**src/rtl/div_unit.sv**
```systemverilog
// Iterative restoring divider for RISC-V DIV/DIVU/REM/REMU.
// Define DIV_UNIT_EARLY_OUT_EN to finish at once when |dividend| < |divisor|.
module div_unit #(
  parameter int XLEN = 32
) (
  input  logic            clk,
  input  logic            rst_n,
  input  logic            start,
  input  logic            kill,
  input  logic [1:0]      op,
  input  logic [XLEN-1:0] dividend,
  input  logic [XLEN-1:0] divisor,
  output logic            busy,
  output logic            done,
  output logic [XLEN-1:0] result
);

  localparam int CW = $clog2(XLEN);

  typedef enum logic [1:0] {
    IDLE,
    CALC,
    FINISH
  } state_t;

  state_t state, state_nxt;

  logic [CW-1:0]   cnt;
  logic [XLEN-1:0] quo, rem, dvs;
  logic            neg_q, neg_r, rem_sel;

  logic            sgn, a_neg, b_neg;
  logic [XLEN-1:0] abs_a, abs_b;
  logic            div_zero, ovf, early, bypass, accept;
  logic [XLEN:0]   trial;
  logic [XLEN-1:0] fin_q, fin_r;

  assign sgn      = ~op[0];
  assign a_neg    = sgn & dividend[XLEN-1];
  assign b_neg    = sgn & divisor[XLEN-1];
  assign abs_a    = a_neg ? -dividend : dividend;
  assign abs_b    = b_neg ? -divisor : divisor;
  assign div_zero = (divisor == '0);
  assign ovf      = sgn
                  && (dividend == {1'b1, {(XLEN-1){1'b0}}})
                  && (&divisor);

`ifdef DIV_UNIT_EARLY_OUT_EN
  assign early = !div_zero && (abs_a < abs_b);
`else
  assign early = 1'b0;
`endif

  assign bypass = div_zero | ovf | early;
  assign accept = (state == IDLE) && start && !kill;

  // MSB of the widened trial difference set means "does not fit": restore
  assign trial = {rem, quo[XLEN-1]} - {1'b0, dvs};
  assign fin_q = neg_q ? -quo : quo;
  assign fin_r = neg_r ? -rem : rem;

  always_ff @(posedge clk or negedge rst_n) begin
    if (!rst_n) state <= IDLE;
    else        state <= state_nxt;
  end

  always_comb begin
    state_nxt = state;
    busy      = (state != IDLE);
    unique case (state)
      IDLE:    if (start) state_nxt = bypass ? FINISH : CALC;
      CALC:    if (cnt == CW'(XLEN-1)) state_nxt = FINISH;
      FINISH:  state_nxt = IDLE;
      default: state_nxt = IDLE;
    endcase
    if (kill) state_nxt = IDLE;
  end

  always_ff @(posedge clk or negedge rst_n) begin
    if (!rst_n) begin
      cnt     <= '0;
      quo     <= '0;
      rem     <= '0;
      dvs     <= '0;
      neg_q   <= 1'b0;
      neg_r   <= 1'b0;
      rem_sel <= 1'b0;
      done    <= 1'b0;
      result  <= '0;
    end else begin
      done <= 1'b0;
      if (accept) begin
        cnt     <= '0;
        rem_sel <= op[1];
        dvs     <= abs_b;
        neg_q   <= 1'b0;
        neg_r   <= 1'b0;
        if (div_zero) begin
          quo <= '1;
          rem <= dividend;
        end else if (ovf) begin
          quo <= dividend;
          rem <= '0;
        end else if (early) begin
          quo <= '0;
          rem <= dividend;
        end else begin
          quo   <= abs_a;
          rem   <= '0;
          neg_q <= a_neg ^ b_neg;
          neg_r <= a_neg;
        end
      end else if (!kill && state == CALC) begin
        rem <= trial[XLEN] ? {rem[XLEN-2:0], quo[XLEN-1]}
                           : trial[XLEN-1:0];
        quo <= {quo[XLEN-2:0], ~trial[XLEN]};
        cnt <= cnt + 1'b1;
      end else if (!kill && state == FINISH) begin
        result <= rem_sel ? fin_r : fin_q;
        done   <= 1'b1;
      end
    end
  end

endmodule
```
**config.mk**
```make
export PLATFORM = sky130hd
export DESIGN_NAME = div_unit
export DESIGN_NICKNAME = d
export VERILOG_FILES = /design/src/rtl/div_unit.sv
export SDC_FILE = /design/constraint.sdc
export NUM_CORES = 1
export LEC_CHECK = 0
export CAP_MARGIN = 20
export CORE_ASPECT_RATIO = 0.9
export CORE_MARGIN = 4
export CORE_UTILIZATION = 59
export CTS_CLUSTER_SIZE = 28
export DETAILED_ROUTE_END_ITERATION = 12
export PLACE_DENSITY_LB_ADDON = 0.08
export SLEW_MARGIN = 10
export SYNTH_ARGS = -nofsm -noshare
export SYNTH_HDL_FRONTEND = slang
export SYNTH_SLANG_ARGS = --single-unit
```
**constraint.sdc**
```tcl
create_clock -name clk -period 4 [get_ports clk]
set_input_delay 0.4 -clock clk [delete_from_list [all_inputs] [get_ports clk]]
set_output_delay 0.4 -clock clk [all_outputs]
set_load 0.01 [all_outputs]
```
# Word-level counts from Yosys, hierarchy flattened
# Index checks and enable logic that the tools add are counted.
# W data, S select, Z words.
[totals]
elab_cells = 71
ff_bits = 139
in_bits = 70
[op_classes]
n_eq_ne = 6
mux = 27
n_addsub = 6
bitwise_logic = 8
n_reduce_logical = 14
[ops]
columns = ["cell", "n"]
rows = [
  ["$mux W32", 13],
  ["$neg A32 Y32", 4],
  ["$sub A33 B32 Y33", 1],
  ["$eq A32 B32 Y1 const B", 1],
  ["$logic_not A32 Y1", 1],
  ["$reduce_and A32 Y1", 1],
  ["$mux W5", 2],
  ["$mux W2", 4],
  ["$mux W1", 7],
  ["$logic_and A1 B1 Y1", 6],
  ["$ne A3 B3 Y1 const B", 2],
  ["$add A5 B1 Y5 const B", 1],
  ["$eq A5 B5 Y1 const B", 1],
  ["$not A1 Y1", 4],
  ["$pmux W2 S2", 1],
  ["$reduce_bool A2 Y1", 2],
  ["$reduce_and A3 Y1", 1],
  ["$and A1 B1 Y1", 2],
  ["$eq A2 B1 Y1 const B", 1],
  ["$eq A2 B2 Y1 const B", 1],
  ["$logic_not A2 Y1", 1],
  ["$reduce_and A2 Y1", 1],
  ["$logic_not A1 Y1", 1],
  ["$or A1 B1 Y1", 1],
  ["$xor A1 B1 Y1", 1],
]

# Depth between registers and ports, before layout
[depth]
word_depth = 8
mapped_depth = 12
mapped_depth_nobuf = 11

# Worst setup path after synthesis
# OpenSTA, ideal clock, no wires.
[synth_path]
path_kind = "flip-flop to flip-flop"
startpoint = "reg quo[31]"
endpoint = "reg rem[28]"
path_slack_ps = 1134
stages_incl_launch_ff = 13
arrival_time_ps = 2728
setup_ps = 138
path_cell_list = "dfrtp_1 > inv_1 > ha_1 > fa_1 > nand2b_1 > a21oi_1 > o21ai_1 > a21oi_2 > a21oi_4 > xnor2_4 > buf_6 > mux2i_1 > o211ai_1"
[synth_between]
elab_chain_len = 4
[synth_lines]
columns = ["item", "line_no", "text"]
rows = [
  ["start, declared", "29", "logic [XLEN-1:0] quo, rem, dvs;"],
  ["start signal, assigned", "102", "quo <= dividend;"],
  ["start signal, assigned", "108", "quo <= abs_a;"],
  ["start signal, assigned", "116", "quo <= {quo[XLEN-2:0], ~trial[XLEN]};"],
  ["$sub A33 B32 Y33", "58", "assign trial = {rem, quo[XLEN-1]} - {1'b0, dvs};"],
  ["$mux W32", "114", "rem <= trial[XLEN] ? {rem[XLEN-2:0], quo[XLEN-1]}"],
  ["$mux W32", "113", "end else if (!kill && state == CALC) begin"],
  ["$mux W32", "92", "if (accept) begin"],
  ["end signal, assigned", "100", "rem <= dividend;"],
  ["end signal, assigned", "106", "rem <= dividend;"],
  ["end signal, assigned", "114", ""],
  ["end, declared", "29", ""],
]
# Every way passes these cells. The select of a mux whose other input is x is not followed.
# A chain may end at the register's enable or synchronous reset.

# Worst setup path after layout
[layout_path]
startpoint = "reg quo[31]"
endpoint = "reg rem[3]"
# The elaborated chain is that of the path after synthesis.

==> summary.md <==
| Metric | Value |
|---|---|
| Pin count of the biggest net entering global routing | `92` |
| Class of the tightest hold or removal check | `in -> async` |
| Crit end category | `register` |
| FFs w/ async S/R, synth | `100.0%` |
| WS Path Type | `reg -> reg` |
| Die height | `136.6 um` |
| Synth area leaders | `dfrtp_1, nand2_1, xor2_1` |
| Post-cts sizing count | `0` |
| Post-synth net total | `1411` |
| Maximum level of the CTS H-tree | `4` |
| Area delta synth->final | `17.41%` |
| Sequential share of power | `26.8%` |
| Top-area cell type share of the netlist area | `32.06%` |
| Initial antenna violation count | `0` |
| Setup bufs post-CTS | `0` |
| Number of buffers added by the clock tree synthesis step | `17` |
| Number of hold violations in the final report | `0` |
| Max incr delay on CP | `0.39 ns` |
| Nets | `1481` |
| Number of failing setup endpoints in the final timing report | `0` |
| Wire per inst | `19.30 um` |
| Post-DP HPWL | `22.68 mm` |
| Top_reg_cell synth | `dfrtp_1` |
| Post-Synthesis Mean Instance Area | `8.339 um2` |
| CTS tree | `built` |
| Setup tns final | `0 ns` |
| Share of final-layout standard cells stronger than drive strength 1 | `7.876%` |
| Cell type with the largest total area after synthesis | `dfrtp_1` |
| Count leader, synth | `nand2_1` |
| Vias post-DR | `10350` |
| Leakage component of the power | `5.259 nW` |
| Port bufs | `103` |
| Max-slew violations | `0` |
| Clock period minus final worst setup slack | `3.325 ns` |
| Sequential cell area fraction in the yosys report | `32.06%` |
| Flip-flop and latch count after synthesis | `139` |
| RSZ-0062 raised after global routing | `false` |
| Vias in the first global route | `9536` |
| CP max-delay cell | `fa_1` |
| Die Footprint | `20630 um2` |
| Detailed-router iteration count before antenna repair | `7` |
| Worst max-slew margin expressed relative to the limit | `33.07%` |
| Total gr overflow | `0` |
| Largest buffer count on any clock path | `2` |
| Site row count | `46` |
| Post-synthesis instance total | `1301` |
| Filler cells | `1477` |
| Number of clock sinks | `139` |
| Outcome | `completed` |
| Clk slew on worst S/H paths | `0.06 ns` |
| Vias per std cell | `6.373` |
| Worst slack at placement | `0.5584 ns` |
| Power density of the placed cells | `677.0 nW/um2` |
| Starting DRC count in detailed routing | `820` |
| Die width | `150.9 um` |
| CTS hold repair buffers | `0` |
| Clock insertion delay at the later pin of the skew report | `0.44 ns` |
| Portion of the clock cycle consumed by the worst path in the final layout | `83.13%` |
| Global-route wire length before repair | `49.54 mm` |
| Mapped Area | `10850 um2` |
| Series of cell instances along the critical path | `inv_1 -> ha_1 -> fa_1 -> nand2b_1 -> a21oi_1 -> o21ai_1 -> a21oi_2 -> a21oi_4 -> xnor2_4 -> buf_12 -> mux2i_1 -> a211oi_1` |
| Setup slack after layout | `0.6747 ns` |
| Comb power frac | `51.6%` |
| Crit path arrival time | `3.60 ns` |
| Peak supply drop | `0.5219 mV` |
| Required time at the worst-slack endpoint | `4.27 ns` |
| Number of distinct standard cells referenced by the synthesized netlist | `82` |
| Antenna diodes | `0` |
| Drt drc | `0` |
| Ports placed on the boundary | `104` |
| Clock tree root buffer cell | `clkbuf_16` |
| Int Pwr | `4.845 mW` |
| Maximum achievable frequency | `0.3007 GHz` |
| Warning count from the yosys run | `0` |
| Starting density of the core | `60.81%` |
| Highest net fanout along the worst path | `35` |
| Core Area | `17840 um2` |
| Final Routed Wirelength | `31.35 mm` |
| Net switching power | `3.779 mW` |
| Number of synthesized flops with an enable pin | `0` |
| Proportion of power drawn by the clock network | `21.6%` |
| Final weighted congestion of routability-driven global placement | `0.9333` |
| Max-capacitance violation count | `0` |
| Switching part of the total | `43.82%` |
| Startpoint type of the worst setup path | `register` |
| Commonest cells in the netlist | `nand2_1, dfrtp_1, o21ai_0` |
| Slew at the pin with the worst max-slew slack | `1.004 ns` |
| Overall track demand over capacity in global routing | `30.56%` |
| Number of nets with antenna violations after routing | `0` |
| Largest clock skew in the final design | `0.009283 ns` |
[state kept, by name, indices dropped and copies added (netlist names)]
| register | cells |
|---|---|
| dvs | 32 |
| quo | 32 |
| rem | 32 |
| result | 32 |
| cnt | 5 |
| state | 2 |
| done | 1 |
| neg_q | 1 |
| neg_r | 1 |
| rem_sel | 1 |
[layout by cell type, fill, tap and decap left out, types with 25 or more instances in the layout]
cell	instances
or3_1	25
inv_1	43
nor2_1	55
nand3_1	27
ha_1	39
xor2_1	86
a21oi_1	66
o21ai_0	127
xnor2_1	62
a32oi_1	44
dfrtp_1	139
o31ai_1	39
clkdlybuf4s50_1	102
nand2_1	210
[cells by family after synthesis]
group / Yosys count / synth area share, %
multiplexers: 27 / 2.526
buffers and inverters: 120 / 4.717
XOR/XNOR: 150 / 12.35
flip-flops: 139 / 32.06
AO/OA/AOI/OAI: 394 / 24.03
adder cells (fa/ha/maj): 40 / 4.682
AND/OR/NAND/NOR: 431 / 19.63
[routing by layer]
metal	vias to the layer above	track usage, %	part of all wire, %
met1	4979	42.27	42
met5	-	0	0
li1	4869	-	-
met3	79	5.298	7.1
met2	422	48.57	47
met4	0	10.67	3.0
[power groups by stage]
| stage | Combinational (mW) | Clock, mW | Sequential [mW] |
|---|---|---|---|
| global route | 4.89 | 1.93 | 2.36 |
| CTS | 4.38 | 1.87 | 2.31 |
| floorplan | 3.39 | 0 | 2.09 |
| finish | 4.45 | 1.86 | 2.32 |
| global placement | 4.24 | 0 | 2.31 |
| detailed placement | 4.31 | 0 | 2.33 |
[area by class of cell]
type | instances | area, um2 | share of cell area [%]
Clock buffer | 19 | 442.9 | 3.477
Sequential cell | 139 | 3478 | 27.31
Inverter | 44 | 165.2 | 1.297
Tap cell | 240 | 300.3 | 2.357
Timing Repair Buffer | 127 | 1245 | 9.773
Multi-Input combinational cell | 1042 | 6870 | 53.93
Clock inverter | 13 | 236.5 | 1.856
[path summary, 6_finish.rpt]
| kind | start | endpoint | slack, ns | depth (start not counted) |
|---|---|---|---|---|
| worst max-delay path | quo[31] | rem[3] | 0.67 | 12 |
| worst min-delay path | rst_n | result[22] | 0.02 | 1 |
| worst max register to register | quo[31] | rem[3] | 0.67 | 12 |
| worst min register to register | result[7] | result[7] | 0.48 | 2 |
| max in group asynchronous | rst_n | rem[14] | 3.03 | 2 |
| min in group clk | result[7] | result[7] | 0.48 | 2 |
[worst max-delay path: cells and delay by family, from the launching register on]
family,cells,cell delay [ns]
AND/OR/NAND/NOR,1,0.19
XOR/XNOR,1,0.20
AO/OA/AOI/OAI,5,1.05
multiplexers,1,0.29
flip-flops,1,0.34
adder cells (fa/ha/maj),2,0.66
buffers and inverters,2,0.40
[metrics by stage]
stage | instance area [um2] | power [mW] | std cells | hold WS, ns | utilization [%]
after floorplan | 10850 | 5.479 | 1301 | 0.1044 | -
after global placement | 12030 | 6.550 | 1591 | 0.4583 | 67.43
after detailed placement | 12030 | 6.640 | 1591 | 0.4659 | 67.43
after CTS | 12710 | 8.557 | 1623 | 0.08985 | 71.24
after global routing | 12740 | 9.185 | 1624 | 0.1075 | 71.40
final | 12740 | 8.624 | 1624 | 0.01891 | 71.40
Note: power is estimated with default switching activity, not from simulation.
==> edit (same flow settings) <==
Encoding of `state_t`: now one-hot (3 bits for 3 states).
--- a/src/rtl/div_unit.sv
+++ b/src/rtl/div_unit.sv
@@ -18,8 +18,8 @@
   localparam int CW = $clog2(XLEN);
 
-  typedef enum logic [1:0] {
-    IDLE,
-    CALC,
-    FINISH
+  typedef enum logic [2:0] {
+    IDLE   = 3'b001,
+    CALC   = 3'b010,
+    FINISH = 3'b100
   } state_t;
 
Formal check against the unedited RTL: no difference found for any inputs over 4 cycles, from zero or initial values and one cycle with rst_n low; so few cycles prove little.
==> edit against the unedited design <==
  * Cell area is 1.6% lower
  * Area after synthesis decreased by 2.6%
  * Critical path depth shrank 1
  * Setup slack lost 240 ps
  * Sequential cell count grew 1
  * Routed wire length down 8.6%
Power is not compared: it rests on default switching activity, and its combinational part moved more than twofold at a synthesized area within 25%.
==> edit: results (changes against the unedited design) <==
| Metric | Value |
|---|---|
| Multi-input logic portion of the cell area | 0.530 (-0.00928) |
| Detailed-routing iteration count for the pre-antenna-repair pass | 5 (-2) |
| Clock latency at the later pin of the worst-skew pair | between 400 and 500 ps |
| Weighted congestion at the end of routability-driven global placement | 0.925 (-0.89%) |
| Length of routed wiring on met1 | 13.1 mm (-1.5%) |
| Clock root buffer | clkbuf_16 |
| Worst EP arrival | 3860 ps (+260 ps) |
| Highest metal layer with signal wires | met4 |
| Maximum single-stage delay on the critical path | 590 ps (+200 ps) |
| Synth Net Count | 1404 (-0.50%) |
| Num Clock Sinks | 140 (+0.72%) |
| GR Util met1 | 0.392 (-0.0309) |
| Maximum number of pins on one net before global-route repair | 88 (-4.3%) |
| Inst Count DP | 1600 (+0.57%) |
| R2R depth | 11 (-1) |
| Synthesis warning total | 0 (unchanged) |
| Count of inverters not on the clock network in the layout | 50 (+14%) |
| Detail Route met2 WL | 12.9 mm (-13%) |
| Routed len/inst | 17.6 um (-9.0%) |
| Largest cells by area after synthesis | dfrtp_1 33%, nand2_1 6.8%, xor2_1 6.7% |
| Biggest fanout along the worst timing path | 7 (-80%) |
| Worst-margin pin slew | 1010 ps (+2.58 ps) |
| Multi-input gates | 1036 (-0.58%) |
| Share of the clock period used by the worst path | 0.891 (+0.0596) |
| Routing usage on met2 | 0.462 (-0.0238) |
| Overall routed net length | 28.7 mm (-8.6%) |
| Number of I/O port buffers | 103 (unchanged) |
| Most common library cells after synthesis | 191 x nand2_1, 139 x dfrtp_1, 137 x o21ai_0 |
| Clock skew | 9.29 ps (+0.00954 ps) |
| Post-DP Area | 11900 sq um (-0.82%) |
| Syn Area/Cell | 8.17 sq um (-2.1%) |
| Global router's overall resource usage | 0.286 (-0.0198) |
| Met3 Routed Length | 1.78 mm (-20%) |
| Register share of the cell area | 0.280 (+0.00660) |
| Fraction of area in clock buffers and inverters | 0.0478 (-0.00551) |
| Start point of the critical path | rem[16] |
| Floorplan core area | 17600 sq um (-1.3%) |
| Post-detailed-route via-to-cell ratio | 5.97 (-6.4%) |
| Estimated wirelength of the detail-placed design | 21.7 mm (-4.2%) |
| Cts repair resizes | 0 (unchanged) |
| Cell variety after synth | 68 (-17%) |
| Area taken by flip-flops and latches | 3500 sq um (+0.76%) |
| Outcome | finished, final reports clean |
| Sequential cell area fraction in the yosys report | 0.332 (+0.0111) |
| First-pass GRT wire length | 46.1 mm (-6.9%) |
| Worst slack at placement | 499 ps (-59.5 ps) |
| Last element of the critical path | rem[7] |
| Post-route worst hold slack | 32.8 ps (+13.9 ps) |
| Non-clock buffers, area share | 0.104 (+0.00580) |
| Worst VDD drop | ~0.31 mV |
| # fillers | 1468 (-0.61%) |
| Clock tree buffer count of the final layout | 18 (-1) |
| Layout buffer count excluding clock buffers | 134 (+5.5%) |
| Global-route met3 utilization | 0.0416 (-0.0114) |
| Slowest cell on crit path | a2111oi_0 |
| DR iter-0 viols | 906 (+10%) |
| Net total in the final layout | 1489 (+0.54%) |
| Number of global-route vias before repair | 9192 (-3.6%) |
| Fraction of final layout cells sized beyond drive strength 1 | 0.0639 (-0.0148) |
-- edit: cell types whose count changed after synthesis, sizes merged, moves of 12 or more --
cell	change
o21ai	+26
a22oi	+28
nor2	+19
or3	-13
nand3	-16
a32oi	-26
nand2	-21
o31ai	-12
-- edit: power groups by stage --
stage | clock [mW] | combinational, mW | sequential, mW
after global routing | 1.70 | 2.36 | 1.90
after global placement | 0 | 2.04 | 1.87
after floorplan | 0 | 1.56 | 1.79
after detailed placement | 0 | 2.08 | 1.88
after CTS | 1.64 | 2.09 | 1.86
final | 1.61 | 2.11 | 1.87
-- edit: kinds of logic (layout without fill, tap and decap cells) --
logic type,Yosys count,count (layout),share of synthesized area
buffers and inverters,118,216,0.0427
AND/OR/NAND/NOR,406,406,0.181
XOR/XNOR,148,148,0.123
multiplexers,36,36,0.0343
adder cells (fa/ha/maj),40,40,0.0481
AO/OA/AOI/OAI,406,406,0.239
flip-flops,140,140,0.332
